## config.mk

```make
export PLATFORM = sky130hd
export DESIGN_NAME = lsu_rmw_ctrl
export DESIGN_NICKNAME = d
export VERILOG_FILES = /design/src/rtl/lsu_rmw_ctrl.sv
export SDC_FILE = /design/constraint.sdc
export NUM_CORES = 1
export LEC_CHECK = 0
export CAP_MARGIN = 20
export CORE_ASPECT_RATIO = 0.7
export CORE_UTILIZATION = 30
export CTS_CLUSTER_DIAMETER = 200
export DETAILED_ROUTE_END_ITERATION = 8
export PLACE_DENSITY = 0.68
export SLEW_MARGIN = 5
export SYNTH_ARGS = -nofsm -noshare
export SYNTH_HDL_FRONTEND = slang
export SYNTH_SLANG_ARGS = --single-unit
```

## constraint.sdc

```tcl
create_clock -name clk_i -period 3.2 [get_ports clk_i]
set_input_delay 0.32 -clock clk_i [delete_from_list [all_inputs] [get_ports clk_i]]
set_output_delay 0.32 -clock clk_i [all_outputs]
set_load 0.02 [all_outputs]
```

## src/rtl/lsu_rmw_ctrl.sv

```systemverilog
// -----------------------------------------------------------------------------
// lsu_rmw_ctrl
//   Load/store sequencer between the core LSU and a word-only data memory.
//   The memory has 1-cycle synchronous read latency and no byte enables, so:
//     - byte/halfword loads read the word and extract + extend the lane,
//     - sub-word stores are done as read-modify-write,
//     - word stores go straight through in one cycle.
//   Misaligned (when MISALIGN_CHECK != 0) and illegal-size requests pulse
//   fault_o for one cycle and never touch memory.
//
// Ports
//   clk_i, rst_i       clock, asynchronous active-high reset
//   core_req_i         core access request
//   core_we_i          1 = store, 0 = load
//   core_size_i        funct3 size code (0 B, 1 H, 2 W, 4 BU, 5 HU)
//   core_addr_i        byte address
//   core_wd_i          right-aligned store data
//   core_rd_o          extended load data, valid in the load's completing cycle
//   core_stall_o       core must hold its request stable
//   fault_o            1-cycle pulse on misaligned / illegal-size request
//   mem_req_o/_we_o    memory request / write enable
//   mem_addr_o         word address
//   mem_wd_o           memory write data
//   mem_rd_i           memory read data (one cycle after a read issue)
// -----------------------------------------------------------------------------
module lsu_rmw_ctrl #(
   parameter int MISALIGN_CHECK = 1
) (
   input  logic        clk_i,
   input  logic        rst_i,
   input  logic        core_req_i,
   input  logic        core_we_i,
   input  logic [2:0]  core_size_i,
   input  logic [31:0] core_addr_i,
   input  logic [31:0] core_wd_i,
   output logic [31:0] core_rd_o,
   output logic        core_stall_o,
   output logic        fault_o,
   output logic        mem_req_o,
   output logic        mem_we_o,
   output logic [31:0] mem_addr_o,
   output logic [31:0] mem_wd_o,
   input  logic [31:0] mem_rd_i
);

   typedef enum logic [2:0] {
      S_IDLE    = 3'd0,
      S_LD_WAIT = 3'd1,
      S_LD_DONE = 3'd2,
      S_RMW_RD  = 3'd3,
      S_RMW_WR  = 3'd4
   } state_t;

   state_t      state_q, state_d;
   logic [31:0] word_q, word_d;

   logic illegal_size;
   logic misaligned;
   logic req_fault;

   // Sizes 3, 6 and 7 have no meaning for loads or stores.
   assign illegal_size = (core_size_i == 3'd3) || (core_size_i == 3'd6) ||
                         (core_size_i == 3'd7);

   assign misaligned = (MISALIGN_CHECK != 0) &&
                       (((core_size_i[1:0] == 2'b01) && core_addr_i[0]) ||
                        ((core_size_i == 3'd2) && (core_addr_i[1:0] != 2'b00)));

   assign req_fault  = illegal_size || misaligned;

   // Low address bits are never presented to memory; with the check off this
   // is what forces a misaligned access onto its containing word.
   assign mem_addr_o = {core_addr_i[31:2], 2'b00};

   // Pick the addressed lane out of a word and extend it.
   function automatic logic [31:0] extract(input logic [31:0] w,
                                           input logic [2:0]  size,
                                           input logic [1:0]  a);
      logic [7:0]  b;
      logic [15:0] h;
      logic [31:0] r;
      case (a)
         2'd0:    b = w[7:0];
         2'd1:    b = w[15:8];
         2'd2:    b = w[23:16];
         default: b = w[31:24];
      endcase
      h = a[1] ? w[31:16] : w[15:0];
      case (size[1:0])
         2'b00:   r = size[2] ? {24'h0, b} : {{24{b[7]}}, b};
         2'b01:   r = size[2] ? {16'h0, h} : {{16{h[15]}}, h};
         default: r = w;
      endcase
      return r;
   endfunction

   // Replace the addressed lane of a word with the low store bits.
   function automatic logic [31:0] merge(input logic [31:0] w,
                                         input logic [2:0]  size,
                                         input logic [1:0]  a,
                                         input logic [31:0] wd);
      logic [31:0] r;
      r = w;
      if (size[1:0] == 2'b00) begin
         case (a)
            2'd0:    r[7:0]   = wd[7:0];
            2'd1:    r[15:8]  = wd[7:0];
            2'd2:    r[23:16] = wd[7:0];
            default: r[31:24] = wd[7:0];
         endcase
      end else if (a[1]) begin
         r[31:16] = wd[15:0];
      end else begin
         r[15:0]  = wd[15:0];
      end
      return r;
   endfunction

   always_comb begin
      state_d      = state_q;
      word_d       = word_q;
      core_rd_o    = 32'h0;
      core_stall_o = 1'b0;
      fault_o      = 1'b0;
      mem_req_o    = 1'b0;
      mem_we_o     = 1'b0;
      mem_wd_o     = 32'h0;

      case (state_q)
         S_IDLE: begin
            if (core_req_i) begin
               if (req_fault) begin
                  fault_o = 1'b1;
               end else if (core_we_i && (core_size_i == 3'd2)) begin
                  mem_req_o = 1'b1;
                  mem_we_o  = 1'b1;
                  mem_wd_o  = core_wd_i;
               end else begin
                  // Loads and sub-word stores both start with a read.
                  mem_req_o    = 1'b1;
                  core_stall_o = 1'b1;
                  state_d      = core_we_i ? S_RMW_RD : S_LD_WAIT;
               end
            end
         end
         S_LD_WAIT: begin
            mem_req_o    = 1'b1;
            core_stall_o = 1'b1;
            word_d       = mem_rd_i;
            state_d      = S_LD_DONE;
         end
         S_LD_DONE: begin
            core_rd_o = extract(word_q, core_size_i, core_addr_i[1:0]);
            state_d   = S_IDLE;
         end
         S_RMW_RD: begin
            mem_req_o    = 1'b1;
            core_stall_o = 1'b1;
            word_d       = merge(mem_rd_i, core_size_i, core_addr_i[1:0], core_wd_i);
            state_d      = S_RMW_WR;
         end
         S_RMW_WR: begin
            mem_req_o = 1'b1;
            mem_we_o  = 1'b1;
            mem_wd_o  = word_q;
            state_d   = S_IDLE;
         end
         default: state_d = S_IDLE;
      endcase

      // Reset kills any memory strobe in the same cycle, so a pending RMW
      // write can never land while reset is asserted.
      if (rst_i) begin
         mem_req_o    = 1'b0;
         mem_we_o     = 1'b0;
         core_stall_o = 1'b0;
         fault_o      = 1'b0;
      end
   end

   always_ff @(posedge clk_i or posedge rst_i) begin
      if (rst_i) begin
         state_q <= S_IDLE;
         word_q  <= 32'h0;
      end else begin
         state_q <= state_d;
         word_q  <= word_d;
      end
   end

endmodule

```

==> out/qor.txt <==
DRC -> 0
I/O pin total -> 203
post-CTS setup repair buffer count -> 0
Final Hold Fails -> 0
hold-fix buffers at CTS -> 0
RSZ-0062 raised after global routing -> no
Hold Crit Depth -> 2
final setup TNS -> 0 ns
crit share post-route -> 96.31%
cell row count -> 30
Resized cells post-CTS -> 0
CTS tree -> yes
worst-path fanout max -> 3
Die Span Y -> 87.88 um
post-synth top area share -> 27.71%
total grt overflow -> 0
CTS root buf -> clkbuf_16
Worst EP required -> 2.88 ns
nets@finish -> 605
core area -> 0.009947 mm^2
drt wl/cell -> 19.02 um
CP Data Arrival Time -> 2.76 ns
gr usage total -> 21.15%
status -> complete, no violations
PortBufs -> 140
synthesized area per cell -> 7.981 um^2
maximum clock path buffer count -> 2
Iter 0 DRT Violations -> 247
Worst Setup Start Kind -> primary input
Post-Route Utilization -> 47.37%
first-pass GRT wire length -> 18.13 mm
Place WS -> 0.1281 ns
H-tree levels -> 2
Post-synth EDFFs -> 0
met1 usage -> 29.65%
Setup Skew -> 0.004503 ns
Final GP Congestion -> 0.8638
post-synthesis async set-or-reset flop share -> 100.0%
Slew @ Worst Pin -> 0.7668 ns
Tmin final -> 3.082 ns
FF-to-FF path depth -> 5
post-synth design cell area -> 0.003161 mm^2
Pre-Repair DR Iteration Count -> 5
vias in the first global route -> 3325
Yosys reg bits -> 35
GRT busiest layer -> met2
layout cell share with drive strength beyond 1 -> 10.34%
most common cell after layout, fill and taps aside -> clkdlybuf4s50_1
Hold WS -> 0.5222 ns
vias -> 3473
Sink Count -> 35
met3 usage in global routing -> 3.910%
Worst IR Drop VDD -> 204.5 uV
Final ANT Viol Nets -> 0
Final HPWL DP -> 9.229 mm
Seq/Total Area, Yosys -> 27.71%
max-capacitance violation count -> 0
die extent in x -> 124.7 um
Setup violations, final -> 0
Synth area leaders -> dfrtp_1 28%, a22o_1 8.9%, buf_4 7.6%
antenna violations before repair -> 0
Main synth FF type -> dfrtp_1
Final Max Tran Viols -> 0
drt total wl -> 12.00 mm
kind of end point of the critical path -> primary output
via/cell ratio -> 5.504
Worst-path clk slew -> 0.05 ns
met2 GRT Util -> 33.85%
PwrDens -> 453.8 mW/mm^2
Distinct cells, synth -> 45
Final Instance Area -> 0.004712 mm^2
slew margin rel. -> 48.88%
dpl cell area -> 0.004538 mm^2
worst setup margin -> 0.1180 ns
P&R area growth vs syn -> 49.09%
Inserted Diodes -> 0
initial core utilization -> 31.77%
largest net degree at the start of global routing -> 36
Leak -> 2.026 nW
die area -> 0.01096 mm^2
fmax -> 0.3245 GHz
Cells after Synth -> 396
Hold Crit Class -> register to register
Clk Latency, worst-skew pair -> 0.28 ns
fillers -> 950
post-synth top area cell -> dfrtp_1
worst setup path category -> primary input to primary output
CTS Buf Count -> 5
Ys Warns -> 0
commonest cells after routing, fill and taps aside -> 140 x clkdlybuf4s50_1, 35 x nand2_1, 35 x dfrtp_1, 32 x a22o_1, 27 x inv_1
## power breakdown
part,internal [W],leakage (nW),total [W],switching (W)
clock,0.000387,0.0868,0.000573,0.000186
sequential,0.000586,0.411,0.000784,0.000198
combinational,0.000393,1.53,0.000781,0.000388
## critical path, stage by stage
cell and delay (ns):
clkdlybuf4s50_1 0.41, or3_1 0.41, or3b_1 0.48, and3_1 0.21, nor3_1 0.27, clkdlybuf4s50_1 0.66
## final cells by class
cell class	instances	area (um^2)	area share, %
multi-input combinational	267	1779	37.76
inverter	27	101.3	2.151
sequential	35	875.8	18.59
clock inverter	2	35.03	0.7435
tap	128	160.2	3.399
timing repair buffer	166	1622	34.41
clock buffer	6	138.9	2.947
## cells by family (layout without fill, tap and decap cells)
family          count (synthesis)  after routing  share of synthesized area (%)
simple gates                  119            119                          19.91
other cells                     1              2                         0.1187
flops                          35             35                          27.71
mux                            16             16                          5.146
compound gates                130            130                          30.80
buf+inv                        95            201                          16.31
## layer usage
| layer | vias up | wire length, um | share of wire, % |
|---|---|---|---|
| li1 | 1612 | - | - |
| met1 | 1648 | 5732 | 48 |
| met2 | 199 | 5245 | 44 |
| met3 | 14 | 891 | 7.4 |
| met4 | 0 | 129 | 1.1 |
| met5 | - | 0 | 0 |
## synthesized netlist by cell type, types with 2 or more instances
| cell type | instances |
|---|---|
| nor2b_1 | 12 |
| nand3_1 | 24 |
| nand2_1 | 35 |
| nor4_1 | 2 |
| a222oi_1 | 8 |
| buf_4 | 32 |
| nand2b_1 | 2 |
| mux2_2 | 2 |
| dfrtp_1 | 35 |
| buf_2 | 7 |
| a22o_1 | 32 |
| buf_6 | 4 |
| a31oi_1 | 4 |
| a221oi_1 | 8 |
| mux2i_1 | 14 |
| nor2_1 | 13 |
| nand3b_1 | 9 |
| a31o_2 | 4 |
| a21oi_1 | 17 |
| and3_1 | 4 |
| or3b_1 | 2 |
| inv_1 | 27 |
| o21a_1 | 2 |
| a21o_1 | 10 |
| o21ai_0 | 26 |
| clkbuf_1 | 23 |
| buf_1 | 2 |
| nor3_1 | 4 |
| a21o_2 | 7 |
| and2_1 | 3 |
| o31a_1 | 8 |
## final timing paths
path,startpoint,to,slack (ns)
min in group asynchronous,rst_i,word_q[31],0.59
max,core_size_i[0],core_rd_o[7],0.12
min,word_q[0],word_q[0],0.52
max in group asynchronous,rst_i,word_q[13],2.28
max reg2reg,state_q[2],word_q[21],1.11
min reg2reg,word_q[0],word_q[0],0.52
## metrics by stage
stage                     power [W]  std cells
after floorplan            0.001223        397
after global placement     0.001538        623
after detailed placement   0.001558        623
after CTS                  0.002133        631
after global routing       0.002245        631
final                      0.002138        631
## registers in the layout, summed over array words and instances, names as in the netlist
name	flops
state_q	3
word_q	32
Note: power is estimated with default switching activity, not from simulation.
